===== config.mk =====
export PLATFORM = sky130hd
export DESIGN_NAME = uart_tx_byte
export DESIGN_NICKNAME = d
export VERILOG_FILES = /design/src/rtl/uart_tx_byte.sv
export SDC_FILE = /design/constraint.sdc
export NUM_CORES = 1
export LEC_CHECK = 0
export BUFFER_PORTS_ARGS = -buffer_cell sky130_fd_sc_hd__buf_2
export CAP_MARGIN = 20
export CORE_MARGIN = 2
export CORE_UTILIZATION = 64
export CTS_BUF_LIST = sky130_fd_sc_hd__clkbuf_16
export CTS_CLUSTER_DIAMETER = 150
export DETAILED_ROUTE_END_ITERATION = 8
export PLACE_DENSITY = 0.81
export SLEW_MARGIN = 20
export SYNTH_ARGS = -nofsm -noshare
export SYNTH_HDL_FRONTEND = slang
export SYNTH_SLANG_ARGS = --single-unit

===== constraint.sdc =====
create_clock -name Clk -period 3.3 [get_ports Clk]
set_input_delay 0.165 -clock Clk [delete_from_list [all_inputs] [get_ports Clk]]
set_output_delay 0.165 -clock Clk [all_outputs]
set_load 0.02 [all_outputs]

===== src/rtl/uart_tx_byte.sv =====
// uart_tx_byte: UART byte transmitter.
// Takes one byte per valid/ready handshake and sends it on oTxBit as a frame:
// a start bit, 8 data bits LSB first, an optional odd or even parity bit, then
// STOP_BITS stop bits. Bit timing comes from a 24-bit phase accumulator, so
// the clock/baud ratio does not have to be an integer.
//
// Ports:
//   Clk          system clock, rising edge
//   Rst          asynchronous active-high reset
//   iTx_Val      iTx_Data holds a byte to send
//   iTx_Data     byte to send
//   iCheck_odd   append odd parity (latched at accept; wins over even)
//   iCheck_even  append even parity (latched at accept)
//   oTx_Rdy      idle, ready to accept a byte
//   oTx_Busy     a frame is in progress
//   oTx_Done     one-cycle pulse when the last stop bit ends
//   oTxBit       serial line, idles high
module uart_tx_byte #(
  parameter int unsigned BAUD_RATE = 2_000_000,
  parameter int unsigned SYS_FREQ  = 50_000_000,
  parameter int unsigned STOP_BITS = 1
) (
  input  logic       Clk,
  input  logic       Rst,
  input  logic       iTx_Val,
  input  logic [7:0] iTx_Data,
  input  logic       iCheck_odd,
  input  logic       iCheck_even,
  output logic       oTx_Rdy,
  output logic       oTx_Busy,
  output logic       oTx_Done,
  output logic       oTxBit
);

  // Phase increment per clock, rounded to nearest: BAUD_RATE * 2^24 / SYS_FREQ
  localparam logic [63:0] CtrlWide =
    ((64'(BAUD_RATE) << 24) + 64'(SYS_FREQ / 2)) / 64'(SYS_FREQ);
  localparam logic [23:0] CTRL = CtrlWide[23:0];

  typedef enum logic [2:0] {
    IDLE,
    START,
    DATA,
    PARITY,
    STOP
  } state_t;

  state_t      state;
  logic [23:0] acc;
  logic [24:0] accSum;
  logic        tick;
  logic [7:0]  shiftReg;
  logic [2:0]  bitIdx;
  logic        parityEn;
  logic        parityBit;
  logic        stopCnt;
  logic        lastStop;

  // A bit boundary falls on the accumulator carry
  assign accSum   = {1'b0, acc} + {1'b0, CTRL};
  assign tick     = accSum[24];
  assign lastStop = (STOP_BITS == 1) || stopCnt;

  always_ff @(posedge Clk or posedge Rst) begin
    if (Rst) begin
      state     <= IDLE;
      acc       <= '0;
      shiftReg  <= '0;
      bitIdx    <= '0;
      parityEn  <= 1'b0;
      parityBit <= 1'b0;
      stopCnt   <= 1'b0;
      oTxBit    <= 1'b1;
      oTx_Rdy   <= 1'b1;
      oTx_Busy  <= 1'b0;
      oTx_Done  <= 1'b0;
    end else begin
      acc      <= accSum[23:0];
      oTx_Done <= 1'b0;
      case (state)
        IDLE: begin
          if (iTx_Val && oTx_Rdy) begin
            // Clearing acc phase-aligns every frame to its accept edge
            acc       <= '0;
            state     <= START;
            shiftReg  <= iTx_Data;
            parityEn  <= iCheck_odd | iCheck_even;
            parityBit <= iCheck_odd ? ~^iTx_Data : ^iTx_Data;
            bitIdx    <= '0;
            stopCnt   <= 1'b0;
            oTxBit    <= 1'b0;
            oTx_Rdy   <= 1'b0;
            oTx_Busy  <= 1'b1;
          end
        end
        START: begin
          if (tick) begin
            state    <= DATA;
            oTxBit   <= shiftReg[0];
            shiftReg <= shiftReg >> 1;
          end
        end
        DATA: begin
          if (tick) begin
            if (bitIdx != 3'd7) begin
              bitIdx   <= bitIdx + 3'd1;
              oTxBit   <= shiftReg[0];
              shiftReg <= shiftReg >> 1;
            end else if (parityEn) begin
              state  <= PARITY;
              oTxBit <= parityBit;
            end else begin
              state  <= STOP;
              oTxBit <= 1'b1;
            end
          end
        end
        PARITY: begin
          if (tick) begin
            state  <= STOP;
            oTxBit <= 1'b1;
          end
        end
        STOP: begin
          if (tick) begin
            if (lastStop) begin
              state    <= IDLE;
              oTx_Done <= 1'b1;
              oTx_Rdy  <= 1'b1;
              oTx_Busy <= 1'b0;
            end else begin
              stopCnt <= 1'b1;
            end
          end
        end
        default: state <= IDLE;
      endcase
    end
  end

endmodule


== Word level (Yosys, flattened, before mapping) ==
Cells that the tools add are included.
Widths: inputs -> output; s select.
Operators by class
  add/sub/neg operators: 2
  equality and inequality tests: 12
  multiplexer cells: 33
  bitwise gates (word level): 1
  reduce and logical (&&, ||, !) cells: 14
Operators by type and width (count)
  $mux 24: 2
  $mux 8: 4
  $mux 3: 10
  $add 24x20->25 const B: 1
  $pmux 8 s3: 1
  $pmux 3 s5: 1
  $ne 2x2->1 const B: 7
  $mux 1: 11
  $reduce_and 5->1: 2
  $reduce_xnor 8->1: 1
  $reduce_xor 8->1: 1
  $eq 3x2->1 const B: 2
  $pmux 3 s2: 1
  $reduce_and 6->1: 1
  $pmux 1 s2: 2
  $pmux 1 s4: 1
  $reduce_and 4->1: 1
  $reduce_bool 2->1: 2
  $reduce_bool 4->1: 1
  $add 3x1->3 const B: 1
  $eq 3x1->1 const B: 1
  $eq 3x3->1 const B: 1
  $logic_not 3->1: 1
  $ne 3x3->1 const B: 1
  5 further kinds: 5
Storage, ports and cells
  register bits: 44
  input port bits: 13
  output and inout port bits: 4
  word-level logic and storage cells: 72

== Logic depth before layout (Yosys ltp) ==
Gate-level depths: netlist of the first run.
  depth in word-level cells: 4
  mapped depth: 7
  gate-level depth less buffers: 7

== Least setup slack after synthesis of the first run ==
OpenSTA, ideal clock, no wires.
  path kind: register -> register
  start: register acc[8]
  end: register shiftReg[1]
  library setup time: 0.125 ns
  arrival time: 1.834 ns
  data required time: 3.175 ns
  path slack: 1.341 ns
  stages on the path, launching flop included: 7
  buffers on the path: 1
  clock period less this slack: 1.959 ns
  path through: dfrtp_1 -> nor4_4 -> a21oi_2 -> o211a_1 -> buf_6 -> o21ai_4 -> mux2_2
On the way
  cells in the longest elaborated chain, start to end: 3
  elaborated cells on any way between the ends: 4
  those cells by class: add/sub (1); eq/ne (2); reduce/logical (1)
RTL lines
  start: declaration: line 49  | logic [23:0] acc;
  start signal: assignment: line 78  | acc <= accSum[23:0];
  $add 24x20->25 *: line 60  | assign accSum = {1'b0, acc} + {1'b0, CTRL};
  $ne 2x2->1 (no line)
  $reduce_and 5->1 (no line) *
  end signal: assignment: line 86  | shiftReg <= iTx_Data;
  end signal: assignment: line 100  | shiftReg <= shiftReg >> 1;
  end signal: assignment: line 108  | shiftReg <= shiftReg >> 1;
  end: declaration: line 52  | logic [7:0] shiftReg;
Every way passes the cells marked *; elsewhere a longest branch is shown, timed or not.
A chain may end at the register's enable or synchronous reset.

== Final worst setup path of the first run ==
  start: register state[1]
  end: register shiftReg[5]
On the way
  cells in the longest elaborated chain, start to end: 3
  elaborated cells on any way between the ends: 10
  those cells by class: eq/ne (6); mux (1); reduce/logical (3)
RTL lines
  start: declaration: line 48  | state_t state;
  start signal: assignment: line 66  | state <= IDLE;
  start signal: assignment: line 85  | state <= START;
  start signal: assignment: line 98  | state <= DATA;
  $eq 3x2->1 (tied with other cells): line 80  | case (state)
  $ne 2x2->1 (no line) / $reduce_bool 3->1 (equally long branches)
  $reduce_and 5->1 (no line)
Parallel ways exist; a longest one is shown, timed or not.

==> impl_metrics.ini, run 1 <==
[run_status]
run_status = completed

[logic_synthesis]
synth_edf_count = 0
synth_async_sr_flop_share_pct = 100
ys.flop_type = dfrtp_1
synth.yosys.warnings = 0
synth.distinct_cells = 49
netlist_area_sq_um = 2380
synthesis.nets = 252
synth.ff_latch_count = 44
netlist_instances = 236
synth_seq_area_share_pct = 46.3
synthesis.area_per_instance_sq_um = 10.1

[route]
final_ant_viol_nets = 0
remaining_drc_errors = 0
route.vias.total = 1786
detailedRoute.firstPassIterationCount = 4
dr.first_iter.drc_count = 116
drt-total-wl_um = 4400
viasPerCell = 5.95
avgRoutedWirePerCell_um = 14.7

[finish]
final_common_cell = dfrtp_1
area_delta_synth_final_pct = 10.5
finish.net_count = 267
final_cells = 300
num_antenna_cells = 0
filler_cell_count = 273
layout_common_cells = 42 x dfrtp_1, 28 x nor2_1, 18 x xnor2_1, 17 x nand2_1, 16 x buf_2
layout-drive-gt1-share_pct = 18.3

[power]
powerDensity_nw_per_um2 = 397
power_switching_mw = 0.217
switching_share_pct = 20.7
irDropWorstVdd_uv = 328
internal_power_mw = 0.829
clock_power_share_pct = 44.5
power_leakage_nw = 1.11
power.sequential.fraction_pct = 51.6
comb_power_share_pct = 3.9

[setup_path]
timing.reg2reg.setup_slack_ns = 1.03
critical_path.endpoint_type = flop
worst-r2r-cell-count = 5
worst_path_fanout_max = 15
critical_r2r_launch = state[1]
worstPathRequired_ns = 3.46
worstSetupStartpointType = flop
timing_worst_setup_path_type = flop to flop
cp_data_arrival_time_ns = 2.43
reg2reg_to = shiftReg[5]

[global_routing]
gr-max-usage-layer = met2
grt_start_max_net_pins = 45
overflow = 0
groute.layer.met2.usage_pct = 41.4
grt_antenna_before_repair = 0
number_of_global_route_vias_before_repair = 1767
grt.met1_usage_pct = 30.3
grt.total_usage_pct = 24.3
grt_first_pass_wirelength_um = 7890
use_met3_pct = 5.90

[place]
post-dp-hpwl_um = 3010
place_inst = 292
port_buffers = 16
routabilityCongestion = 0.819
dpl_worst_slack_ns = 1.05

[floorplan]
io_pins = 17
placement_rows = 22
core_sq_um = 3630
die_x_um = 65.0
initial_core_utilization_pct = 65.6
die_area_sq_um = 4230
fp.dieH_um = 65.0

[sta]
finalCriticalPeriod_ns = 2.27
slew_headroom_pct = 56.8
slew_viol_final = 0
timing.final.hold_violations = 0
clock.fmax_mhz = 440
finalSetupTns_ns = 0
min_period_over_period_pct = 68.9
fin_worst_skew_ns = 0.00870
rsz0062_at_grt = no
final_setup_violation_count = 0
worst_slew_pin_slew_ns = 0.645
worst_slack_ns = 1.03

[clocking]
clkLatencyLatePin_ns = 0.28
numCtsBuffers = 5
level_count_of_the_clock_h_tree = 2
clkTransAtPathRegs_ns = 0.06
cts.root.buffer_cell = clkbuf_16
clockBufferDepth = 2
clock_tree_from_tritoncts = yes
tritoncts_num_sinks = 44
postCtsSetupBuffers = 0
cts_resized = 0
cts.hold.buffers_added = 0

[worst_hold_path]
hold_path.class = primary input to async pin

[flow_run]
max_cap_violations = 0
[power groups by stage]
stage | clock network, mW | registers [mW] | logic, mW
floorplan | 0 | 0.549 | 0.0251
global placement | 0 | 0.549 | 0.0396
detailed placement | 0 | 0.549 | 0.0405
CTS | 0.474 | 0.540 | 0.0422
global route | 0.500 | 0.539 | 0.0460
finish | 0.466 | 0.540 | 0.0409
[how the worst max path moves through the flow]
stage | startpoint | endpoint | slack (ns) | cells after the start
after floorplan | acc[8] | shiftReg[1] | 1.34 | 6
after global placement | state[1] | shiftReg[4] | 1.12 | 5
after detailed placement | state[1] | shiftReg[5] | 1.05 | 5
after CTS | state[1] | shiftReg[5] | 1.02 | 5
after global routing | state[1] | shiftReg[4] | 0.83 | 5
final | state[1] | shiftReg[5] | 1.03 | 5
[through the flow]
stage               util (%)  instance area, sq um  hold slack, ns  power, mW
floorplan                  -                  2380           0.304      0.575
global placement        68.8                  2500           0.323      0.589
finish                  72.6                  2640         0.00357       1.05
CTS                     72.6                  2640          0.0280       1.06
detailed placement      68.8                  2500           0.331      0.590
global route            72.6                  2640          0.0687       1.08
[critical path, stage by stage, from the launching register on]
cell     delay (ns)
dfrtp_1        0.64
xnor2_1        0.13
nor2_1         0.51
inv_1          0.19
o21ai_4        0.30
mux2_2         0.38
[synth_stat cells, drive strengths merged (3+ instances only)]
cell type / count / area share, %
buf: 3 / 0.89
o21ai: 12 / 3.0
dfrtp: 42 / 44
nor2b: 4 / 1.0
a21oi: 14 / 3.1
clkbuf: 7 / 1.2
a21o: 3 / 0.94
o211ai: 3 / 0.94
and3: 4 / 1.0
xor2: 4 / 1.5
nand2: 17 / 2.7
xnor2: 18 / 6.6
nor3: 9 / 1.9
a211oi: 4 / 1.3
ha: 3 / 1.6
nor2: 28 / 4.4
nor4: 5 / 2.5
inv: 3 / 0.47
nand3: 5 / 1.0
mux2: 16 / 7.6
o21a: 4 / 1.3
[cell type report]
type                    count  area, sq um  area share [%]
clock buffers               5          125            4.75
clock inverters             3         11.3           0.427
inverters                   3         11.3           0.427
multi-input cells         179         1230            46.7
flip-flops and latches     44         1100            41.9
well taps                  48         60.1            2.28
repair buffers             18         95.1            3.61
[metal layers]
metal	wire length (um)	share of wire (%)
met5	0	0
met4	40	0.91
met3	148	3.4
met2	2270	52
met1	1940	44
[registers in the layout (all words and copies together) (netlist names)]
name and count:
acc 24, shiftReg 8, bitIdx 3, state 3, oTxBit 1, oTx_Busy 1
oTx_Done 1, oTx_Rdy 1, parityBit 1, parityEn 1
[cells by family (layout without fill, tap and decap cells)]
| kind of cell | count (synthesis) | count (layout) | share of synthesized area (%) |
|---|---|---|---|
| multiplexers | 17 | 17 | 7.97 |
| AO/OA/AOI/OAI | 56 | 56 | 16.5 |
| adder cells (fa/ha/maj) | 3 | 3 | 1.57 |
| buffers and inverters | 13 | 29 | 2.52 |
| AND/OR/NAND/NOR | 81 | 81 | 17.1 |
| flip-flops | 44 | 44 | 46.3 |
| XOR/XNOR | 22 | 22 | 8.08 |
No activity file was read; power rests on OpenSTA's default activity.
==> run 2, diff against run 1 <==
--- a/config.mk
+++ b/config.mk
@@ -5,14 +5,15 @@
 export SDC_FILE = /design/constraint.sdc
 export NUM_CORES = 1
 export LEC_CHECK = 0
+export ABC_AREA = 1
 export BUFFER_PORTS_ARGS = -buffer_cell sky130_fd_sc_hd__buf_2
 export CAP_MARGIN = 20
 export CORE_MARGIN = 2
-export CORE_UTILIZATION = 64
+export CORE_UTILIZATION = 60
 export CTS_BUF_LIST = sky130_fd_sc_hd__clkbuf_16
 export CTS_CLUSTER_DIAMETER = 150
 export DETAILED_ROUTE_END_ITERATION = 8
-export PLACE_DENSITY = 0.81
+export PLACE_DENSITY = 0.76
 export SLEW_MARGIN = 20
 export SYNTH_ARGS = -nofsm -noshare
 export SYNTH_HDL_FRONTEND = slang
==> constraint.sdc (replaced) <==
create_clock -name Clk -period 2.31 [get_ports Clk]
set_input_delay 0.1155 -clock Clk [delete_from_list [all_inputs] [get_ports Clk]]
set_output_delay 0.1155 -clock Clk [all_outputs]
set_load 0.02 [all_outputs]
==> run 2 against run 1 <==
  * Synthesized area increased by 9.8%
  * Die area increased by 16%
  * Synthesized cell count is 49% higher
  * Clock power grew 45%
  * Count of clock-buffer cells in the layout unchanged
  * Cell count up 42%
  * Core utilization shrank 4.4 points
  * Fmax grew 25%
  * Non-clock buffer count increased by 1
  * Routed wire length grew 21%
  * Critical path depth increased by 3
  * Register-to-register slack got worse by 0.53 ns
  * Highest routed layer unchanged
==> impl_metrics.ini, run 2 <==
[power]
powerDensity_nw_per_um2 = 1490
power.sequential.fraction_pct = 34.4
switching_share_pct = 46.9
power_mw = 4.34
internal_power_mw = 2.31
clock_power_share_pct = 15.5
power_switching_mw = 2.03
comb_power_share_pct = 50.1
irDropWorstVdd_uv = 737
power_leakage_nw = 1.48

[finish]
filler_cell_count = 365
largest_register_ff_count = 24
layout-drive-gt1-share_pct = 16.0
final_common_cell = nand2_1
num_antenna_cells = 0
layout_common_cells = 104 x nand2_1, 42 x dfrtp_1, 30 x nor2_1, 29 x inv_1, 29 x nand3_1
final_area_sq_um = 2910
final_core_utilization_pct = 68.2
largest_register = acc
area_delta_synth_final_pct = 11.0
finish.net_count = 390
top_regs = acc x24, shiftReg x8
final_cells = 427

[logic_synthesis]
synth.cells.most_frequent = 104 x nand2_1, 42 x dfrtp_1, 30 x inv_1, 30 x nor2_1, 29 x nand3_1
yosysMostFrequentCell = nand2_1
synthesis.area_per_instance_sq_um = 7.46
synth_seq_area_share_pct = 42.1
top_area_cell_type_share_of_the_netlist_area_pct = 40.1
synth.ff_latch_count = 44
synthesis.nets = 367
synth.distinct_cells = 34
netlist_area_sq_um = 2620
synth.area.top_cells = dfrtp_1 40%, nand2_1 15%, nand3_1 5.5%
synth_async_sr_flop_share_pct = 100
synth_edf_count = 0
synth.yosys.warnings = 0
netlist_instances = 351
ys.flop_type = dfrtp_1
netlist.top_cell.by_area = dfrtp_1

[setup_path]
timing.reg2reg.setup_slack_ns = 0.50
critPathTopFamily = compound AO/OA/AOI/OAI gates
worstPathRequired_ns = 2.48
critical_path.cell_chain = ha_1, ha_1, inv_1, nand2_1, a31oi_2, nand3_4, nand2_1, nand2_1
worst-r2r-cell-count = 8
setup.worst_path.start = bitIdx[0]
critical_path_buf_inv_count = 1
critical_path.endpoint_type = flop
critical_path.slowest_cell = a31oi_2
reg2reg_to = shiftReg[2]
cp_common_cell = nand2_1
timing.critical_path.slowest_cell_delay_ns = 0.44
critical_r2r_launch = bitIdx[0]
worstSetupStartpointType = flop
timing_worst_setup_path_type = flop to flop
cp_data_arrival_time_ns = 1.99
worst_path_fanout_max = 9

[worst_hold_path]
hold_path_end = parityEn
timing.hold.worst.start = iCheck_even
hold_path_depth = 3
hold_path.class = primary input to flop

[floorplan]
die_area_sq_um = 4910
fp.dieH_um = 70.1
io_pins = 17
placement_rows = 24
core_sq_um = 4260
initial_core_utilization_pct = 61.4
die_x_um = 70.1

[sta]
clock.fmax_mhz = 552
slew_headroom_pct = 63.7
slew_viol_final = 0
worst_slew_pin_slew_ns = 0.545
final_setup_violation_count = 0
fin_worst_skew_ns = 0.00262
rsz0062_at_grt = no
finalSetupTns_ns = 0
finalCriticalPeriod_ns = 1.81
timing.final.hold_violations = 0
min_period_over_period_pct = 78.5

[place]
port_buffers = 16
routabilityCongestion = 0.823
place_inst = 418
post-dp-hpwl_um = 3890
dpl_cell_area_sq_um = 2760

[clocking]
clock_tree_from_tritoncts = yes
postCtsSetupBuffers = 0
cts.root.buffer_cell = clkbuf_16
clkTransAtPathRegs_ns = 0.06
cts_resized = 0
clkLatencyLatePin_ns = 0.28
clockBufferDepth = 2
tritoncts_num_sinks = 44
level_count_of_the_clock_h_tree = 2
numCtsBuffers = 5

[route]
avgRoutedWirePerCell_um = 12.5
remaining_drc_errors = 0
viasPerCell = 5.52
dr.first_iter.drc_count = 111
detailedRoute.firstPassIterationCount = 4
drt-total-wl_um = 5330
route.vias.total = 2355
final_ant_viol_nets = 0

[global_routing]
grt_first_pass_wirelength_um = 9500
grt_antenna_before_repair = 0
grt.total_usage_pct = 24.2
number_of_global_route_vias_before_repair = 2222
overflow = 0
grt_start_max_net_pins = 45

[flow_run]
max_cap_violations = 0

[run_status]
run_status = completed
## run 2: logic make-up after synthesis
| kind of cell | after synthesis | synth area share [%] |
|---|---|---|
| simple gates | 201 | 35.5 |
| flops | 44 | 42.1 |
| compound gates | 55 | 12.0 |
| xor+xnor | 6 | 2.01 |
| buf+inv | 42 | 6.88 |
| fa+ha+maj | 3 | 1.43 |
## run 2: layout make-up
class	count	area (sq um)	share of cell area (%)
multi-input cells	265	1340	45.9
flip-flops and latches	44	1100	38.0
inverters	39	159	5.47
clock buffers	5	125	4.30
repair buffers	19	105	3.62
well taps	52	65.1	2.24
clock inverters	3	13.8	0.474
## run 2: power groups by stage
stage	Sequential [mW]	Combinational [mW]	Clock (mW)
floorplan	1.44	1.78	0
global placement	1.49	2.09	0
detailed placement	1.49	2.16	0
CTS	1.49	2.17	0.689
global route	1.54	2.51	0.719
finish	1.49	2.17	0.674
## run 2: worst max path at each step
stage                     cells past startpoint     endpoint
after floorplan                               8  shiftReg[0]
after global placement                        8  shiftReg[5]
after detailed placement                      8  shiftReg[2]
after CTS                                     8  shiftReg[1]
after global routing                          8  shiftReg[0]
final                                         8  shiftReg[2]
## run 2: worst min-delay path, cell delays in order
cell     delay [ns]
buf_2          0.07
o21ai_0        0.08
o21ai_0        0.07
## run 2: timing repair
item,CTS,global route
endpoints found under the hold margin,42,0
hold buffers,1,0
endpoints found under the setup margin,0,0
## run 2: metrics by stage
stage / hold WS [ns] / setup WS, ns
2_1_floorplan: 0.254 / 0.681
3_3_place_gp: 0.275 / 0.577
3_5_place_dp: 0.279 / 0.506
4_1_cts: 0.0956 / 0.501
5_1_grt: 0.129 / 0.306
6_report: 0.0965 / 0.497
## run 2: layer usage
metal / vias up / GRT usage [%] / part of all wire (%)
met1: 1100 / 29.9 / 46
met2: 46 / 41.6 / 49
li1: 1203 / - / -
met5: - / 0 / 0
met3: 6 / 4.62 / 3.5
met4: 0 / 9.83 / 1.2
==> run 3, diff against run 2 <==
--- a/config.mk
+++ b/config.mk
@@ -9,11 +9,11 @@
 export BUFFER_PORTS_ARGS = -buffer_cell sky130_fd_sc_hd__buf_2
 export CAP_MARGIN = 20
 export CORE_MARGIN = 2
-export CORE_UTILIZATION = 60
+export CORE_UTILIZATION = 54
 export CTS_BUF_LIST = sky130_fd_sc_hd__clkbuf_16
 export CTS_CLUSTER_DIAMETER = 150
 export DETAILED_ROUTE_END_ITERATION = 8
-export PLACE_DENSITY = 0.76
+export PLACE_DENSITY = 0.72
 export SLEW_MARGIN = 20
 export SYNTH_ARGS = -nofsm -noshare
 export SYNTH_HDL_FRONTEND = slang
==> constraint.sdc (replaced) <==
create_clock -name Clk -period 1.5 [get_ports Clk]
set_input_delay 0.075 -clock Clk [delete_from_list [all_inputs] [get_ports Clk]]
set_output_delay 0.075 -clock Clk [all_outputs]
set_load 0.02 [all_outputs]
==> run 3 against run 2 <==
  * The run now ends with negative setup slack left
  * First-iteration DRC count increased by 76%
  * Fmax is 7.5% higher
  * Total power rose by 100%
  * Cell area increased by 25%
  * Global-route usage rose by 2.8 points
  * Routed wire length rose by 35%
  * Core utilization increased by 9.5 points
  * Cell count increased by 14%
  * Critical path depth up 3
  * Clock skew increased by 0.0020 ns
  * Via count rose by 16%
==> impl_metrics.ini, run 3 (synthesis gave the netlist of run 2 again) <==
[finish]
final_core_utilization_pct = 77.7
num_antenna_cells = 0
layout-drive-gt1-share_pct = 39.4
layout_common_cells = 79 x nand2_1, 56 x buf_4, 41 x dfrtp_1, 29 x inv_1, 25 x nand3_1
largest_register = acc
largest_register_ff_count = 24
area_delta_synth_final_pct = 39.1
final_area_sq_um = 3640
finish.net_count = 449
final_common_cell = nand2_1
top_regs = acc x24, shiftReg x8

[power]
power_leakage_nw = 1.83
powerDensity_nw_per_um2 = 2380
irDropWorstVdd_uv = 1590

[setup_path]
endpoint = oTxBit
worstPathRequired_ns = 1.71
timing.reg2reg.setup_slack_ns = -0.19
worst_path_fanout_max = 4
reg2reg_to = oTxBit
critical_path.endpoint_type = flop
setup.worst_path.start = acc[8]
critical_r2r_launch = acc[8]
worstSetupStartpointType = flop
worst-r2r-cell-count = 11
cp_data_arrival_time_ns = 1.89
timing_worst_setup_path_type = flop to flop

[clocking]
clockBufferDepth = 2
clock_tree_from_tritoncts = yes
level_count_of_the_clock_h_tree = 2
numCtsBuffers = 5
tritoncts_num_sinks = 44
clkTransAtPathRegs_ns = 0.06
clkLatencyLatePin_ns = 0.28
cts.root.buffer_cell = clkbuf_16

[route]
detailedRoute.firstPassIterationCount = 4
final_ant_viol_nets = 0
drt-total-wl_um = 7180
avgRoutedWirePerCell_um = 14.7
route.vias.total = 2724
dr.first_iter.drc_count = 195
viasPerCell = 5.58
remaining_drc_errors = 0

[sta]
worst_slack_ns = -0.186
clock.fmax_mhz = 593
rsz0062_at_grt = yes
fin_worst_skew_ns = 0.00465
timing.final.hold_violations = 0
finalCriticalPeriod_ns = 1.69
slew_viol_final = 0
final_setup_violation_count = 20
slew_headroom_pct = 73.0
worst_slew_pin_slew_ns = 0.402
min_period_over_period_pct = 112

[global_routing]
grt_first_pass_wirelength_um = 11300
overflow = 0
grt_start_max_net_pins = 45
grt_antenna_before_repair = 0
number_of_global_route_vias_before_repair = 2560
grt.total_usage_pct = 27.0

[floorplan]
placement_rows = 25
die_area_sq_um = 5420
core_sq_um = 4690
fp.dieH_um = 73.6
io_pins = 17
initial_core_utilization_pct = 55.8
die_x_um = 73.6

[place]
port_buffers = 16
routabilityCongestion = 0.945
dpl_cell_area_sq_um = 3110
post-dp-hpwl_um = 4320

[worst_hold_path]
timing.hold.worst.start = iCheck_even
hold_path.class = primary input to flop

[flow_run]
max_cap_violations = 0

[run_status]
run_status = complete, but fails checks
failing_checks = negative setup slack
run 3: cell count changes in the layout (fill, tap and decap cells not counted), sizes merged:
cell	delta
clkinv	-2
inv	+2
buf	+59
run 3: repair_timing:
item                                    4_1_cts  5_1_grt
hold endpoints to repair                     42        0
hold buffers                                  1        0
pin swaps                                    12       19
gates resized for setup                      32       47
buffers inserted                              5       11
endpoints found under the setup margin       29       40
run 3: power by group:
group	leakage [nW]	internal, mW	total, mW	switching (mW)
logic	1.23	2.27	5.35	3.08
registers	0.527	1.78	2.26	0.474
clock network	0.0764	0.608	1.05	0.444
total	1.83	4.67	8.66	3.99
run 3: worst min path at each step:
stage	end	slack, ns	depth (start not counted)
finish	parityEn	0.04	3
global route	parityEn	0.06	3
CTS	parityEn	0.04	3
detailed placement	state[1]	0.13	3
global placement	state[1]	0.12	3
floorplan	parityEn	0.21	2
run 3: area by class of cell:
class / count / area, sq um
Inverter: 39 / 161
Clock buffer: 5 / 125
Tap cell: 54 / 67.6
Fill cell: 308 / 1050
Timing Repair Buffer: 78 / 584
Clock inverter: 3 / 16.3
Sequential cell: 44 / 1100
Multi-Input combinational cell: 265 / 1580
run 3: critical path: stages, from the launching register on:
cell and delay [ns]:
dfrtp_1 0.40, buf_6 0.13, nand2_4 0.08, nand3_2 0.09, nand2_2 0.09, nor2_4 0.04, nor2_4 0.22, buf_4 0.18
nand3_1 0.08, nand3_1 0.12, nand2_1 0.07, o21ai_1 0.10
run 3: routing by layer:
metal | vias up | global-route usage, % | wire (um)
met1 | 1271 | 32.9 | 2850
met4 | 0 | 11.1 | 191
met5 | - | 0 | 0
li1 | 1329 | - | -
met2 | 98 | 46.9 | 3800
met3 | 26 | 4.66 | 344
run 3: stage by stage:
| stage | hold WS (ns) | worst slack [ns] | total power [mW] | cells | TNS (ns) |
|---|---|---|---|---|---|
| 2_1_floorplan | 0.214 | 0.00163 | 5.00 | 351 | 0 |
| 3_3_place_gp | 0.123 | -0.117 | 6.29 | 463 | -0.949 |
| 3_5_place_dp | 0.130 | -0.161 | 6.41 | 463 | -1.97 |
| 4_1_cts | 0.0445 | -0.0748 | 7.87 | 477 | -0.901 |
| 5_1_grt | 0.0634 | -0.275 | 9.33 | 488 | -5.64 |
| 6_report | 0.0447 | -0.186 | 8.66 | 488 | -2.32 |
